===== src/rtl/wb_port_arbiter_pkg.sv =====
// -----------------------------------------------------------------------------
// wb_pkg: shared types and constants for the register-file write-port arbiter.
//   wb_state_e : arbiter FSM states (IDLE, WAIT)
//   wb_gnt_e   : which source owns the write port this cycle
//   DATA_W_DEF / NUM_W_DEF : default widths
//   REG_ZERO / REG_RA      : hard-wired zero register and link register numbers
// -----------------------------------------------------------------------------
package wb_pkg;

  localparam int DATA_W_DEF = 32;
  localparam int NUM_W_DEF  = 5;

  localparam logic [4:0] REG_ZERO = 5'd0;
  localparam logic [4:0] REG_RA   = 5'd31;

  typedef enum logic {
    IDLE,
    WAIT
  } wb_state_e;

  typedef enum logic [1:0] {
    GNT_NONE,
    GNT_P,
    GNT_M
  } wb_gnt_e;

endpackage


===== src/rtl/wb_port_arbiter_if.sv =====
// -----------------------------------------------------------------------------
// wb_port_arbiter_if: bundle of the pipeline writeback source (p_*), the
// multi-cycle unit source (m_*) and the register-file write port (rf_*).
//   slave  : arbiter view (takes p_/m_ requests, drives stall/ack and rf_*)
//   master : environment view (drives p_/m_ requests, observes the rest)
// -----------------------------------------------------------------------------
interface wb_port_arbiter_if #(
  parameter int DATA_W = 32,
  parameter int NUM_W  = 5
);
  logic              p_valid;
  logic [NUM_W-1:0]  p_num;
  logic [DATA_W-1:0] p_data;
  logic              p_stall;
  logic              m_req;
  logic [NUM_W-1:0]  m_num;
  logic [DATA_W-1:0] m_data;
  logic              m_ack;
  logic              rf_we;
  logic [NUM_W-1:0]  rf_num;
  logic [DATA_W-1:0] rf_data;

  modport slave (
    input  p_valid, p_num, p_data, m_req, m_num, m_data,
    output p_stall, m_ack, rf_we, rf_num, rf_data
  );

  modport master (
    output p_valid, p_num, p_data, m_req, m_num, m_data,
    input  p_stall, m_ack, rf_we, rf_num, rf_data
  );
endinterface


===== src/rtl/wb_port_arbiter_starve_cnt.sv =====
// -----------------------------------------------------------------------------
// wb_starve_cnt: up-counter with synchronous clear.
//   clk, rst : clock, synchronous active-high reset
//   i_inc    : count up one this cycle
//   i_clr    : clear to zero (wins over i_inc)
//   o_cnt    : current count
//   o_sat    : count has reached MAX (only when SAT=1)
// With SAT=1 the count sticks at MAX; with SAT=0 it wraps at 2^W.
// -----------------------------------------------------------------------------
module wb_starve_cnt #(
  parameter int W   = 3,
  parameter int MAX = 4,
  parameter bit SAT = 1'b1
) (
  input  logic         clk,
  input  logic         rst,
  input  logic         i_inc,
  input  logic         i_clr,
  output logic [W-1:0] o_cnt,
  output logic         o_sat
);

  logic [W-1:0] r_cnt;
  logic         w_at_max;

  assign w_at_max = SAT && (r_cnt == W'(MAX));

  always_ff @(posedge clk) begin
    if (rst || i_clr) begin
      r_cnt <= '0;
    end else if (i_inc && !w_at_max) begin
      r_cnt <= r_cnt + W'(1);
    end
  end

  assign o_cnt = r_cnt;
  assign o_sat = w_at_max;

endmodule


===== src/rtl/wb_port_arbiter.sv =====
// -----------------------------------------------------------------------------
// wb_port_arbiter: shares the single register-file write port between the
// in-order pipeline writeback (P) and a late multi-cycle unit (M).
//   clk, rst  : clock, synchronous active-high reset
//   bus.p_*   : pipeline write (held by the pipeline while p_stall=1)
//   bus.m_*   : multi-cycle write request (held until m_ack)
//   bus.p_stall, bus.m_ack : combinational grant feedback
//   bus.rf_*  : registered register-file write port (latency 1)
//   force_cnt : cycles with p_stall=1, only when WB_STATS_EN is defined
// P wins by default. M is forced through when it targets the same register as
// P (older value must land first) or after MAX_WAIT consecutive blocked cycles.
// Writes to register 0 are granted normally but never assert rf_we.
// -----------------------------------------------------------------------------
module wb_port_arbiter
  import wb_pkg::*;
#(
  parameter int DATA_W   = DATA_W_DEF,
  parameter int NUM_W    = NUM_W_DEF,
  parameter int MAX_WAIT = 4
) (
  input  logic        clk,
  input  logic        rst,
`ifdef WB_STATS_EN
  output logic [31:0] force_cnt,
`endif
  wb_port_arbiter_if.slave bus
);

  localparam int CNT_W = (MAX_WAIT < 1) ? 1 : $clog2(MAX_WAIT + 1);

  wb_state_e  r_state, w_state_nxt;
  wb_gnt_e    w_gnt;
  logic       w_conflict, w_force, w_stall;
  logic       w_cnt_inc, w_cnt_clr, w_wait_sat;
  logic [CNT_W-1:0] w_wait_cnt;

  logic              r_rf_we_p1;
  logic [NUM_W-1:0]  r_rf_num_p1;
  logic [DATA_W-1:0] r_rf_data_p1;

  wb_starve_cnt #(
    .W   (CNT_W),
    .MAX (MAX_WAIT),
    .SAT (1'b1)
  ) u_wait_cnt (
    .clk   (clk),
    .rst   (rst),
    .i_inc (w_cnt_inc),
    .i_clr (w_cnt_clr),
    .o_cnt (w_wait_cnt),
    .o_sat (w_wait_sat)
  );

  // Same-register ordering: M carries the older value, so it must land first.
  // Register 0 is excluded since neither write is architecturally visible.
  assign w_conflict = bus.p_valid && bus.m_req &&
                      (bus.p_num == bus.m_num) && (bus.m_num != '0);

  assign w_force = bus.m_req && bus.p_valid && (r_state == WAIT) &&
                   (w_wait_cnt == CNT_W'(MAX_WAIT));

  always_comb begin
    w_gnt   = GNT_NONE;
    w_stall = 1'b0;
    if (!rst) begin
      if (w_conflict || w_force) begin
        w_gnt   = GNT_M;
        w_stall = 1'b1;
      end else if (bus.p_valid) begin
        w_gnt = GNT_P;
      end else if (bus.m_req) begin
        w_gnt = GNT_M;
      end
    end
  end

  assign bus.p_stall = w_stall;
  assign bus.m_ack   = (w_gnt == GNT_M);

  // FSM next state and wait-counter control. Any cycle where M is requesting
  // but not granted is a blocked cycle; the counter saturates at MAX_WAIT.
  always_comb begin
    w_state_nxt = IDLE;
    w_cnt_inc   = 1'b0;
    w_cnt_clr   = 1'b0;
    if (w_gnt == GNT_M) begin
      w_cnt_clr = 1'b1;
    end else if (bus.m_req) begin
      w_state_nxt = WAIT;
      w_cnt_inc   = !w_wait_sat;
    end else begin
      w_cnt_clr = 1'b1;
    end
  end

  always_ff @(posedge clk) begin
    if (rst) begin
      r_state <= IDLE;
    end else begin
      r_state <= w_state_nxt;
    end
  end

  // ---- stage p1: registered register-file write port ----
  always_ff @(posedge clk) begin
    if (rst) begin
      r_rf_we_p1   <= 1'b0;
      r_rf_num_p1  <= '0;
      r_rf_data_p1 <= '0;
    end else begin
      case (w_gnt)
        GNT_P: begin
          r_rf_we_p1   <= (bus.p_num != '0);
          r_rf_num_p1  <= bus.p_num;
          r_rf_data_p1 <= bus.p_data;
        end
        GNT_M: begin
          r_rf_we_p1   <= (bus.m_num != '0);
          r_rf_num_p1  <= bus.m_num;
          r_rf_data_p1 <= bus.m_data;
        end
        default: begin
          r_rf_we_p1 <= 1'b0;
        end
      endcase
    end
  end

  assign bus.rf_we   = r_rf_we_p1;
  assign bus.rf_num  = r_rf_num_p1;
  assign bus.rf_data = r_rf_data_p1;

`ifdef WB_STATS_EN
  wb_starve_cnt #(
    .W   (32),
    .MAX (0),
    .SAT (1'b0)
  ) u_stat_cnt (
    .clk   (clk),
    .rst   (rst),
    .i_inc (w_stall),
    .i_clr (1'b0),
    .o_cnt (force_cnt),
    .o_sat ()
  );
`endif

endmodule


===== src/flat_wrapper.sv =====
// flat-port wrapper written by rule: the top's interface ports become plain ports
module wb_port_arbiter_flat import wb_pkg::*;
#(
  parameter int DATA_W   = DATA_W_DEF,
  parameter int NUM_W    = NUM_W_DEF,
  parameter int MAX_WAIT = 4
)
  (clk, rst, bus_p_valid, bus_p_num, bus_p_data, bus_m_req, bus_m_num, bus_m_data, bus_p_stall, bus_m_ack, bus_rf_we, bus_rf_num, bus_rf_data);
  wb_port_arbiter_if #(.DATA_W(DATA_W), .NUM_W(NUM_W)) bus_i ();
  input  logic clk;
  input  logic rst;
  input wire logic [$bits(bus_i.p_valid)-1:0] bus_p_valid;
  input wire logic [$bits(bus_i.p_num)-1:0] bus_p_num;
  input wire logic [$bits(bus_i.p_data)-1:0] bus_p_data;
  input wire logic [$bits(bus_i.m_req)-1:0] bus_m_req;
  input wire logic [$bits(bus_i.m_num)-1:0] bus_m_num;
  input wire logic [$bits(bus_i.m_data)-1:0] bus_m_data;
  output wire logic [$bits(bus_i.p_stall)-1:0] bus_p_stall;
  output wire logic [$bits(bus_i.m_ack)-1:0] bus_m_ack;
  output wire logic [$bits(bus_i.rf_we)-1:0] bus_rf_we;
  output wire logic [$bits(bus_i.rf_num)-1:0] bus_rf_num;
  output wire logic [$bits(bus_i.rf_data)-1:0] bus_rf_data;
  assign bus_i.p_valid = bus_p_valid;
  assign bus_i.p_num = bus_p_num;
  assign bus_i.p_data = bus_p_data;
  assign bus_i.m_req = bus_m_req;
  assign bus_i.m_num = bus_m_num;
  assign bus_i.m_data = bus_m_data;
  assign bus_p_stall = bus_i.p_stall;
  assign bus_m_ack = bus_i.m_ack;
  assign bus_rf_we = bus_i.rf_we;
  assign bus_rf_num = bus_i.rf_num;
  assign bus_rf_data = bus_i.rf_data;
  wb_port_arbiter #(.DATA_W(DATA_W), .NUM_W(NUM_W), .MAX_WAIT(MAX_WAIT)) u_core (.clk(clk), .rst(rst), .bus(bus_i));
endmodule

===== config.mk =====
export PLATFORM = sky130hd
export DESIGN_NAME = wb_port_arbiter_flat
export DESIGN_NICKNAME = d
export VERILOG_FILES = /design/src/rtl/wb_port_arbiter_pkg.sv /design/src/rtl/wb_port_arbiter_if.sv /design/src/rtl/wb_port_arbiter_starve_cnt.sv /design/src/rtl/wb_port_arbiter.sv /design/src/flat_wrapper.sv
export SDC_FILE = /design/constraint.sdc
export NUM_CORES = 1
export LEC_CHECK = 0
export ABC_AREA = 1
export BUFFER_PORTS_ARGS = -buffer_cell sky130_fd_sc_hd__clkbuf_2
export CAP_MARGIN = 20
export CORE_AREA = 2 2 70 72
export DETAILED_ROUTE_END_ITERATION = 10
export DIE_AREA = 0 0 72 74
export PLACE_DENSITY = 0.83
export SYNTH_ARGS = -nofsm -noshare
export SYNTH_HDL_FRONTEND = slang
export SYNTH_SLANG_ARGS = --single-unit

===== constraint.sdc =====
create_clock -name clk -period 6.5 [get_ports clk]
set_input_delay 1.625 -clock clk [delete_from_list [all_inputs] [get_ports clk]]
set_output_delay 1.625 -clock clk [all_outputs]
set_load 0.01 [all_outputs]

# Word level (Yosys, flattened, before mapping)
# Cells that the tools add are included.
dict set report op_classes {
  n_addsub 1
  n_eq_ne 4
  mux 14
  n_reduce_logical 13
}
# op count
set op_table {}
lappend op_table {{case mux 32 bit (2 select lines)} 1}
lappend op_table {{case mux 5 bit (2 select lines)} 1}
lappend op_table {{nonzero test 5 bit} 2}
lappend op_table {{two-way mux 2 bit} 4}
lappend op_table {{two-way mux 1 bit} 7}
lappend op_table {{logical AND 1 bit} 6}
lappend op_table {{equality test 5 bit} 1}
lappend op_table {{adder 3 x 1 -> 3 bit (second input constant)} 1}
lappend op_table {{equality test 3 bit (second input constant)} 1}
lappend op_table {{equality test 2 x 1 -> 1 bit (second input constant)} 1}
lappend op_table {{equality test 2 bit (second input constant)} 1}
lappend op_table {{logical OR 1 bit} 2}
lappend op_table {{case mux 1 bit (2 select lines)} 1}
lappend op_table {{nonzero test 2 bit} 1}
lappend op_table {{OR reduction 2 bit} 1}
lappend op_table {{logical NOT 1 bit} 1}
dict set report totals {
  reg_bits 42
  input_bits 78
  output_inout_bits 40
  wordCells 37
}

# Longest topological paths before layout
dict set report logic_depth {
  word_depth 9
  depth_mapped 17
  mapped_depth_nobuf 16
}

# Modules after synthesis
# A second synthesis with hierarchy kept.
dict set report hier_totals {
  hier_cells 256
  area_unflattened_um2 2155.8
}
# mod n_inst cells_per_inst area_each_um2 seq_area_each_um2
set modules_own_cells {}
lappend modules_own_cells {wb_port_arbiter 1 229 1980.6 780.7}
lappend modules_own_cells {wb_starve_cnt 1 27 175.2 60.1}

# Worst setup path after synthesis
# OpenSTA, ideal clock, no wires.
dict set report synth_path {
  kind {input to output}
  startpoint {input bus_m_num[2]}
  endpoint {output bus_m_ack}
  t_arrival_ns 2.363
  t_required_ns 4.875
  slack_ns 2.512
  path_stages 11
  n_path_buf 0
  path_cell_list {inv_1 nand2_1 nand2_1 inv_1 nand2_1 nor2_1 nand2_1 nand2_1 nand2_1 nand2_1 ha_1}
}
dict set report synth_between {
  elab_chain_len 7
  elab_cells_between_ends 8
  cone_classes {eq/ne (2); mux (2); reduce/logical (4)}
}
# item line_no
set synth_rtl {}
lappend synth_rtl {{start: declaration} flat_wrapper.sv:16} ;# input wire logic [$bits(bus_i.m_num)-1:0] bus_m_num;
lappend synth_rtl {{equality test 5 bit} wb_port_arbiter.sv:57} ;# (bus.p_num == bus.m_num) && (bus.m_num != '0);
lappend synth_rtl {{logical AND 1 bit} wb_port_arbiter.sv:56} ;# assign w_conflict = bus.p_valid && bus.m_req &&
lappend synth_rtl {{logical AND 1 bit (*)} wb_port_arbiter.sv:57}
lappend synth_rtl {{logical OR 1 bit (*)} wb_port_arbiter.sv:66} ;# if (w_conflict || w_force) begin
lappend synth_rtl {{two-way mux 2 bit (*)} wb_port_arbiter.sv:66}
lappend synth_rtl {{two-way mux 2 bit (*)} wb_port_arbiter.sv:65} ;# if (!rst) begin
lappend synth_rtl {{equality test 2 bit (*)} wb_port_arbiter.sv:78} ;# assign bus.m_ack = (w_gnt == GNT_M);
lappend synth_rtl {{end: declaration} flat_wrapper.sv:19} ;# output wire logic [$bits(bus_i.m_ack)-1:0] bus_m_ack;
# Every way passes the cells marked *; elsewhere a longest branch is shown, timed or not.

# Final worst setup path
# Ends and elaborated chain as after synthesis.

==> flow_results.org <==
** Clock tree
- Clock tree from TritonCTS :: done
- Number of setup buffers added after CTS :: 0
- Deepest level of the CTS H-tree :: 2
- The cell sitting at the root of the clock tree is a sky130_fd_sc_hd__clkbuf_8.
- CTS buffer count :: 5
- After clock tree synthesis, the clock-pin slew on the worst setup and hold paths is ~0.080 ns.
- Maximum buffer depth of the clock tree :: 2
- The clock reaches the later pin of the worst-skew pair after approximately 0.29 ns.
- Clock tree synthesis found a total of 42 sinks.
- For this design, the CTS-stage hold fixing added 0 buffers.
- Cells resized by post-CTS repair :: 0

** Finish
- Final-stage net count :: 470
- The finished cells cover 0.00277 mm^2.
- Relative to the synthesized area, the layout overhead comes to 31.7%.
- Final non-filler cell total :: around 440
- In the final layout, the share of cells above drive strength 1 is 0.370.
- The number of antenna diodes in the final layout is 0.

** Yosys
- For this run, the register share of the synthesized area comes to 0.400.
- Post-synthesis net count :: 363
- Cells taking the most area after synthesis :: sky130_fd_sc_hd__dfxtp_1 (40%), sky130_fd_sc_hd__nor2_1 (13%), sky130_fd_sc_hd__nand3_1 (9.8%)
- Synthesis inferred 42 register bits.
- Portion of synthesized cell area occupied by the leading cell type :: 0.400
- The synthesized design contains 0 enable-type register cells.
- Share of async-settable or async-resettable flops after synthesis :: 0
- Summed over all instances, the cell type with the most area after synthesis is sky130_fd_sc_hd__dfxtp_1.
- For this run, the leading register cell type out of synthesis is sky130_fd_sc_hd__dfxtp_1.
- Syn_area_per_cell :: 7.48 um^2
- Synthesis produced 281 cells.
- Number of synthesis warnings :: 0
- Count leader, synth :: sky130_fd_sc_hd__nor2_1
- Summing every instance area after synthesis gives approximately 0.0021 mm^2.
- Distinct cells, synth :: 20
- Commonest cells post-synth :: sky130_fd_sc_hd__nor2_1 (72), sky130_fd_sc_hd__dfxtp_1 (42), sky130_fd_sc_hd__nand3_1 (41)

** Pwr
- Power per standard cell area :: about 220 mW/mm^2
- Peak supply drop :: about 0.00012 V
- Leak pwr :: around 1.4 nW

** Floorplanning
- Core box area :: roughly 0.0046 mm^2
- For this design the top-level I/O count stands at 118.
- Floorplan die height :: approximately 74 um
- Total number of placement rows :: 25
- Die area :: ~0.0053 mm^2
- The floorplan step set the die width to between 70 and 80 um.
- Effective utilization at floorplan :: 0.457

** Setup path
- Terminus of the critical flop-to-flop path :: u_core.bus.rf_num[0]
- Crit path arrival time :: ~2.6 ns
- Startpoint type of the worst setup path :: input port
- For the worst flop-to-flop path, the logic depth is 12.
- Category of the critical setup timing path :: in2out
- STA puts the critical path data required time at a little under 5 ns.
- For flop-to-flop paths, the worst setup slack is roughly 3.7 ns.
- Reg-to-reg startpoint :: u_core.u_wait_cnt.o_cnt[0]
- In this run the worst path has a maximum fanout of 4.
- The worst setup path is captured at an output port.

** Timing
- In this run the tightest slew margin relative to its limit is 0.392.
- Setup slack on the critical path of the routed design comes to around 2.2 ns.
- Slew of the pin with the lowest slew margin :: 0.912 ns
- Final critical path time including I/O delays and setup :: between 4 and 5 ns
- Between clock sinks in the finished design, the worst skew comes to 0.00620 ns.
- Setup repair after global routing left no endpoint under its margin.
- Achievable clock frequency :: 0.235 GHz
- Of the available clock period, the critical path in the final layout requires 0.656.
- Max Slew Vio Count :: 0
- The total count of hold-check failures in the final report was 0.
- Number of failing setup endpoints in the final timing report :: 0
- Sum of negative setup slack :: 0 ns

** Placement
- Worst slack after detailed placement :: around 2.2 ns
- Detailed placement ended at an HPWL of about 3800 um.
- Total of buffers placed on input and output ports :: roughly 120
- Standard cell area after detailed placement :: about 0.0027 mm^2
- Final weighted congestion of routability-driven global placement :: roughly 0.80
- Once placement completed, the tool counted placed cells totaling around 440.

** Drt
- The detailed router placed ~2300 vias in this run.
- Number of DRC violations after detailed-routing iteration 0 :: 114
- The first detailed-routing pass took 4 iterations.
- In this run the top signal layer used is met4.
- After detailed routing, the wire length on met1 is around 2200 um.
- Met2 wirelength from detailed routing :: 2750 um
- After detailed routing, the total wire length is 5380 um.
- For this run, design rule violations remaining after detail routing come to 0.
- Antenna Violating Nets Remaining :: 0
- In the routed layout, each cell is associated on average with a via count of 5.12.
- Dividing the detail-routed wire length by the instance count gives between 10 and 15 um.
- Met3 WL post-DR :: a little over 400 um

** Global routing
- For this run, the total global-route usage over all layers was measured as 0.196.
- For this run the aggregate overflow at the end of global routing stands at 0.
- Entering global routing, the biggest net connects 45 pins.
- The number of global-route vias before repair is roughly 2000.
- First-pass GRT wire length :: about 8400 um
- Number of antenna violations at the first check in global routing :: 0

** Min path
- The worst hold path belongs to the class reg2reg.
- The worst hold path was traced through 2 stages.
- Hold wc startpoint :: u_core.bus.rf_num[3]
- Endpoint of the worst hold-timing path :: u_core.bus.rf_num[3]

** Run
- Across the run, the number of max-cap violations was 0.

** Outcome
- Outcome :: completed
worst max-delay path: stages:
cell and delay (ns):
sky130_fd_sc_hd__clkbuf_2 0.08, sky130_fd_sc_hd__inv_1 0.09, sky130_fd_sc_hd__nand2_1 0.06, sky130_fd_sc_hd__nand2_1 0.06, sky130_fd_sc_hd__inv_1 0.03, sky130_fd_sc_hd__nand2_1 0.04, sky130_fd_sc_hd__nor2_1 0.04, sky130_fd_sc_hd__nand2_1 0.08
sky130_fd_sc_hd__nand2_1 0.07, sky130_fd_sc_hd__nand2_1 0.07, sky130_fd_sc_hd__nand2_1 0.05, sky130_fd_sc_hd__ha_1 0.20, sky130_fd_sc_hd__clkbuf_2 0.13
worst max-delay path by stage:
stage | cells after the start | end | startpoint
after global placement | 11 | bus_m_ack | bus_m_num[3]
after detailed placement | 11 | bus_m_ack | bus_m_num[3]
after CTS | 11 | bus_m_ack | bus_m_num[3]
final | 13 | bus_m_ack | bus_m_num[2]
after global routing | 11 | bus_m_ack | bus_m_num[3]
after floorplan | 11 | bus_m_ack | bus_m_num[2]
cell families after synthesis:
| family | after synthesis | synth area share |
|---|---|---|
| AO/OA/AOI/OAI | 51 | 0.193 |
| XOR/XNOR | 3 | 0.0125 |
| AND/OR/NAND/NOR | 143 | 0.281 |
| flip-flops | 42 | 0.400 |
| adder cells (fa/ha/maj) | 4 | 0.0238 |
| buffers and inverters | 38 | 0.0893 |
power by group:
group	internal (W)	total, W	switching, W
logic	0.0000499	0.000116	0.0000666
registers	0.000277	0.000287	0.00000984
clock network	0.000113	0.000200	0.0000874
area by class of cell:
class,instances,area (um^2)
fill,464,1830
multi-input combinational,201,1070
sequential,42,841
timing repair buffer,120,608
clock buffer,5,68.8
inverter,18,68.8
tap,54,67.6
clock inverter,3,40.0
through the flow:
stage          hold slack (ns)  total power (W)   util
5_1_grt                  0.515         0.000637  0.602
2_1_floorplan            0.451         0.000358      -
3_5_place_dp             0.471         0.000410  0.578
3_3_place_gp             0.464         0.000408  0.578
4_1_cts                  0.484         0.000610  0.602
6_report                 0.483         0.000603  0.602
per-layer routing:
| layer | GRT usage | vias up |
|---|---|---|
| met2 | 0.355 | 82 |
| met5 | 0 | - |
| met3 | 0.0515 | 6 |
| li1 | - | 1152 |
| met1 | 0.231 | 1029 |
| met4 | 0.0503 | 0 |
placed cells by master, fill, tap and decap left out, types with 2 or more instances in the layout:
master	n
sky130_fd_sc_hd__o21ai_0	9
sky130_fd_sc_hd__clkinv_2	3
sky130_fd_sc_hd__ha_1	4
sky130_fd_sc_hd__xnor2_1	2
sky130_fd_sc_hd__inv_1	17
sky130_fd_sc_hd__nor2_1	72
sky130_fd_sc_hd__o31ai_1	18
sky130_fd_sc_hd__dfxtp_1	42
sky130_fd_sc_hd__clkbuf_8	5
sky130_fd_sc_hd__clkbuf_2	117
sky130_fd_sc_hd__o31ai_2	14
sky130_fd_sc_hd__nand2_1	29
sky130_fd_sc_hd__a21oi_1	5
sky130_fd_sc_hd__buf_4	3
sky130_fd_sc_hd__o21ai_1	5
sky130_fd_sc_hd__nand3_1	41
flip-flops by register name, indices dropped and copies added, names as in the netlist:
signal                   flops
u_core.bus.rf_we             1
u_core.r_state               1
u_core.bus.rf_data          32
u_core.u_wait_cnt.o_cnt      3
u_core.bus.rf_num            5
(Power assumes the default switching activity.)
